## src/rtl/fabric_pe_elastic.sv

```systemverilog
// Elastic processing element: fire when all operands are valid and every output FIFO has room
// for everything in flight. Perf counters are built only with FABRIC_PE_ELASTIC_PERF_EN.
module fabric_pe_elastic #(
    parameter int NUM_INPUTS  = 2,
    parameter int NUM_OUTPUTS = 2,
    parameter int DATA_WIDTH  = 32,
    parameter int TAG_WIDTH   = 0,
    parameter int LATENCY     = 2,
    parameter int OUT_DEPTH   = 4,
    localparam int PW         = DATA_WIDTH + TAG_WIDTH,
    localparam int CFG_W      = NUM_OUTPUTS * TAG_WIDTH + 1
) (
    input  logic                               clk,
    input  logic                               rst_n,
    input  logic [NUM_INPUTS-1:0]              in_valid,
    output logic [NUM_INPUTS-1:0]              in_ready,
    input  logic [NUM_INPUTS*PW-1:0]           in_data,
    output logic [NUM_OUTPUTS-1:0]             out_valid,
    input  logic [NUM_OUTPUTS-1:0]             out_ready,
    output logic [NUM_OUTPUTS*PW-1:0]          out_data,
    output logic [NUM_INPUTS*DATA_WIDTH-1:0]   body_operands,
    input  logic [NUM_OUTPUTS*DATA_WIDTH-1:0]  body_result,
    input  logic [CFG_W-1:0]                   cfg_data,
    output logic [31:0]                        perf_fire_cnt,
    output logic [31:0]                        perf_stall_cnt
);

    localparam int TW1 = (TAG_WIDTH > 0) ? TAG_WIDTH : 1;
    localparam int SN  = (LATENCY > 0) ? LATENCY : 1;
    localparam int AW  = (OUT_DEPTH > 1) ? $clog2(OUT_DEPTH) : 1;
    localparam int CW  = AW + 1;
    localparam int RW  = NUM_OUTPUTS * DATA_WIDTH;

    if (NUM_INPUTS < 1 || NUM_OUTPUTS < 1 || DATA_WIDTH < 1 || TAG_WIDTH < 0 || LATENCY < 0 ||
        OUT_DEPTH < 2 || (OUT_DEPTH & (OUT_DEPTH - 1)) != 0) begin : g_param_check
        $fatal(1, "fabric_pe_elastic: parameter out of range");
    end

    logic                      all_valid;
    logic                      credit_ok;
    logic                      fire;
    logic [31:0]               inflight;
    logic [NUM_OUTPUTS*CW-1:0] count_all;
    logic [TW1-1:0]            in_tag;
    logic                      push;
    logic [RW-1:0]             push_data;
    logic [TW1-1:0]            push_tag;
    logic                      unused_bits;

    assign unused_bits = ^{cfg_data, in_data, push_tag};

    for (genvar i = 0; i < NUM_INPUTS; i++) begin : g_operands
        assign body_operands[i*DATA_WIDTH +: DATA_WIDTH] = in_data[i*PW +: DATA_WIDTH];
    end

    if (TAG_WIDTH > 0) begin : g_in_tag
        assign in_tag = in_data[PW-1 -: TAG_WIDTH];
    end else begin : g_no_in_tag
        assign in_tag = '0;
    end

    // Credit check uses registered state only, so in_ready never depends on out_ready.
    always_comb begin
        credit_ok = 1'b1;
        for (int o = 0; o < NUM_OUTPUTS; o++) begin
            if (32'(count_all[o*CW +: CW]) + inflight >= 32'(OUT_DEPTH)) begin
                credit_ok = 1'b0;
            end
        end
    end

    assign all_valid = &in_valid;
    assign fire      = rst_n & all_valid & credit_ok;
    assign in_ready  = {NUM_INPUTS{fire}};

    if (LATENCY > 0) begin : g_pipe
        logic [SN-1:0]  stg_valid_q;
        logic [RW-1:0]  stg_data_q [SN];
        logic [TW1-1:0] stg_tag_q  [SN];

        always_ff @(posedge clk or negedge rst_n) begin
            if (!rst_n) begin
                stg_valid_q <= '0;
            end else begin
                stg_valid_q[0] <= fire;
                for (int k = 1; k < SN; k++) begin
                    stg_valid_q[k] <= stg_valid_q[k-1];
                end
            end
        end

        // Payload captured unconditionally; only the valid bits qualify it.
        always_ff @(posedge clk) begin
            stg_data_q[0] <= body_result;
            stg_tag_q[0]  <= in_tag;
            for (int k = 1; k < SN; k++) begin
                stg_data_q[k] <= stg_data_q[k-1];
                stg_tag_q[k]  <= stg_tag_q[k-1];
            end
        end

        always_comb begin
            inflight = '0;
            for (int k = 0; k < SN; k++) begin
                inflight = inflight + 32'(stg_valid_q[k]);
            end
        end

        assign push      = stg_valid_q[SN-1];
        assign push_data = stg_data_q[SN-1];
        assign push_tag  = stg_tag_q[SN-1];
    end else begin : g_nopipe
        assign inflight  = '0;
        assign push      = fire;
        assign push_data = body_result;
        assign push_tag  = in_tag;
    end

    for (genvar o = 0; o < NUM_OUTPUTS; o++) begin : g_out
        logic [PW-1:0] mem [OUT_DEPTH];
        logic [AW-1:0] wr_q;
        logic [AW-1:0] rd_q;
        logic [CW-1:0] count_q;
        logic          pop;
        logic [PW-1:0] wr_entry;

        if (TAG_WIDTH > 0) begin : g_tag
            logic [TW1-1:0] tag_sel;
            assign tag_sel  = cfg_data[CFG_W-1] ? push_tag : cfg_data[o*TAG_WIDTH +: TAG_WIDTH];
            assign wr_entry = {tag_sel, push_data[o*DATA_WIDTH +: DATA_WIDTH]};
        end else begin : g_notag
            assign wr_entry = push_data[o*DATA_WIDTH +: DATA_WIDTH];
        end

        assign out_valid[o]              = (count_q != '0);
        assign out_data[o*PW +: PW]      = mem[rd_q];
        assign count_all[o*CW +: CW]     = count_q;
        assign pop                       = out_valid[o] & out_ready[o];

        always_ff @(posedge clk or negedge rst_n) begin
            if (!rst_n) begin
                wr_q    <= '0;
                rd_q    <= '0;
                count_q <= '0;
            end else begin
                if (push) wr_q <= wr_q + 1'b1;
                if (pop)  rd_q <= rd_q + 1'b1;
                if (push && !pop) begin
                    count_q <= count_q + 1'b1;
                end else if (!push && pop) begin
                    count_q <= count_q - 1'b1;
                end
            end
        end

        always_ff @(posedge clk) begin
            if (push) mem[wr_q] <= wr_entry;
        end

        assert property (@(posedge clk) disable iff (!rst_n)
                         !(push && count_q == CW'(OUT_DEPTH)));
    end

`ifdef FABRIC_PE_ELASTIC_PERF_EN
    logic [31:0] fire_cnt_q;
    logic [31:0] stall_cnt_q;

    always_ff @(posedge clk or negedge rst_n) begin
        if (!rst_n) begin
            fire_cnt_q  <= '0;
            stall_cnt_q <= '0;
        end else begin
            if (fire && fire_cnt_q != '1) fire_cnt_q <= fire_cnt_q + 32'd1;
            if (all_valid && !credit_ok && stall_cnt_q != '1) stall_cnt_q <= stall_cnt_q + 32'd1;
        end
    end

    assign perf_fire_cnt  = fire_cnt_q;
    assign perf_stall_cnt = stall_cnt_q;
`else
    assign perf_fire_cnt  = '0;
    assign perf_stall_cnt = '0;
`endif

endmodule

```

## config.mk

```make
export PLATFORM = sky130hd
export DESIGN_NAME = fabric_pe_elastic
export DESIGN_NICKNAME = d
export VERILOG_FILES = /design/src/rtl/fabric_pe_elastic.sv
export SDC_FILE = /design/constraint.sdc
export NUM_CORES = 1
export LEC_CHECK = 0
export BUFFER_PORTS_ARGS = -buffer_cell sky130_fd_sc_hd__buf_2
export CAP_MARGIN = 25
export CORE_UTILIZATION = 35
export CTS_CLUSTER_SIZE = 12
export DETAILED_ROUTE_END_ITERATION = 7
export PLACE_DENSITY = 0.59
export REMOVE_ABC_BUFFERS = 1
export SYNTH_ARGS = -nofsm -noshare
export SYNTH_HDL_FRONTEND = slang
export SYNTH_SLANG_ARGS = --single-unit
```

## constraint.sdc

```tcl
create_clock -name clk -period 2 [get_ports clk]
set_input_delay 0.2 -clock clk [delete_from_list [all_inputs] [get_ports clk]]
set_output_delay 0.2 -clock clk [all_outputs]
set_load 0.02 [all_outputs]
```

==> metrics.yaml <==
status: "complete, but fails checks"
violations: "setup timing"
antenna_found_initial: 1
core_area_um2: 38700
io_buffer_count: 137
die_area_um2: 40200
vias_per_cell: 4.29
antenna_cells: 0
grt_util_all_layers_pct: 14.6
worstPathCellList: "buf_4 -> buf_12 -> mux4_2 -> buf_4"
fp.dieW_um: 200
p_leak_nw: 6.34
worstSetupEndpointType: "primary output"
numClockSinks: 400
finClkSkew_ns: 0.0188
finalSetupTns_ns: -6.97
cts_max_level: 2
area_delta_synth_final_pct: 24.7
clk_latency_ns: 0.54
cp.arrival_ns: 1.95
rsz0062_at_grt: "true"
syn_avg_cell_area_um2: 20.4
powerDensity_nw_per_um2: 1360
finalCriticalPeriod_ns: 2.15
wirelength_mm: 29.0
numCtsBuffers: 42
finalMaxSlewViolations: 0
dp_hpwl_mm: 16.6
cts_tree: "built"
mostFrequentLayoutCells: "256 x edfxtp_1, 128 x dfxtp_1, 86 x buf_2"
ys_warn_count: 0
ir_drop_mv: 1.08
clock_path_buffers: 3
layout_commonest_cell: "edfxtp_1"
num_io_pins: 331
grt_max_degree: 34
layout.nets: 1036
drc_errors: 0
ys_seq_area_share_pct: 77.3
hold_viol: 0
dp_slack_ns: -0.0214
regArea_um2: 10700
setup_viol_count_final: 66
fin_crit_sh_pct: 107
cts_root_buffer: "clkbuf_16"
whs_ns: 0.153
hp-class: "input port to async pin"
worstSetupStartpointType: "flop"
fmax_mhz: 466
num_rows: 72
crit_top_cell: "buf_4"
fin_ws_ns: -0.147
multi_input_area_um2: 2240
grt-ovfl-total: 0
vias: 6165
ant_nets: 0
syn_inst: 674
synth_cell_types: 26
synth_seq_cells: 400
cp_slowest_stage_delay_ns: 0.51
wl_per_cell_um: 20.2
grt_pass1_wl_mm: 42.5
crit_type: "flop to primary output"
crit_fanout: 6
maxCapViolCount: 0
drive_gt1_share_pct: 35.7
dr.pass1.iters: 4
crit_path_top_delay_cell: "mux4_2"
path_clk_slew_ns: 0.06
die_height_um: 200
fillCellCount: 3359
grt_pass1_vias: 6520
cp.required_ns: 1.80
gp_congestion: 0.671
start_util_pct: 35.6
synth_area_um2: 13800
drt-initial-drc-count: 309
synthesized netlist by cell type (all sizes together):
cell	count	area [µm²]
or3	2	12.5
a21oi	1	5.00
dfrtp	16	400
nand2	4	15.0
mux2	2	22.5
dfxtp	128	2560
mux4	64	1470
fa	2	40.0
nand3	3	15.0
ha	12	150
a22o	1	8.76
inv	6	22.5
and2	8	50.1
clkbuf	3	11.3
xnor2	6	52.6
and3	1	6.26
o21ai	3	15.0
edfxtp	256	7690
nor2	3	11.3
xor2	8	70.1
conb	1	3.75
buf	144	1150
kinds of logic (layout without fill, tap and decap cells):
group                      count (synthesis)  in the layout  synth area share [%]
muxes                                     66             66                  10.8
AOI/OAI and AO/OA                          5              5                 0.209
xor gates and xnor gates                  14             14                 0.890
adders and majority gates                 14             14                  1.38
DFF                                      400            400                  77.3
other                                      1             64                0.0272
buffers and inverters                    153            336                  8.58
and+or+nand+nor                           21             21                 0.799
worst max-delay path, delay by kind of cell (launching register included):
kind / cells / cell delay, ns
buffers and inverters: 3 / 0.45
muxes: 1 / 0.51
DFF: 1 / 0.45
sequential cells by signal (all words and copies together), names as in the netlist:
signal and flops:
g_pipe.stg_data_q 128, g_out.mem 256, g_out.count_q 6, g_pipe.stg_valid_q 2, g_out.rd_q 4, g_out.wr_q 4
repair_timing:
action | CTS | global route
setup endpoints to repair | 68 | 68
endpoints found under the hold margin | 84 | 0
hold buffers | 67 | 0
gates cloned | 6 | 1
pin swaps | 3 | 8
resized for setup | 98 | 46
buffers inserted | 19 | 6
layer usage:
metal / vias to the layer above / wire length [µm] / share of wire [%] / global-route usage [%]
li1: 2748 / - / - / -
met1: 3055 / 11600 / 40 / 16.7
met2: 295 / 12700 / 44 / 20.9
met3: 55 / 3790 / 13 / 10.0
met4: 12 / 633 / 2.2 / 5.04
met5: - / 362 / 1.2 / 6.19
where the power goes:
group	switching (mW)	total, mW	internal (mW)
clock network	3.03	7.46	4.43
registers	0.240	9.46	9.22
logic	3.12	6.48	3.36
final cells by class:
type | count | area share, %
sequential | 400 | 62.0
clock inverter | 10 | 0.611
timing repair buffer | 253 | 13.4
multi-input combinational | 184 | 13.0
inverter | 6 | 0.131
clock buffer | 67 | 7.08
tap | 518 | 3.77
through the flow:
step | total power [mW] | area, µm² | util (%) | std cells
2_1_floorplan | 12.8 | 12900 | - | 590
3_3_place_gp | 14.6 | 14500 | 37.5 | 1269
3_5_place_dp | 14.6 | 14500 | 37.5 | 1269
4_1_cts | 23.6 | 17100 | 44.2 | 1438
5_1_grt | 24.4 | 17200 | 44.4 | 1438
6_report | 23.4 | 17200 | 44.4 | 1438
worst paths after layout:
check,from,end,slack [ns],depth (start not counted)
max reg2reg,g_out[0].count_q[0],g_out[0].count_q[2],0.10,8
max,g_out[0].rd_q[0],out_data[10],-0.15,4
min,rst_n,g_out[0].rd_q[1],0.15,3
min reg2reg,g_pipe.stg_data_q[0][29],g_pipe.stg_data_q[0][93],0.32,0
min in group clk,body_result[30],g_pipe.stg_data_q[0][30],0.29,2
max in group asynchronous,rst_n,g_out[0].rd_q[0],1.62,3
Note: power is estimated with default switching activity, not from simulation.
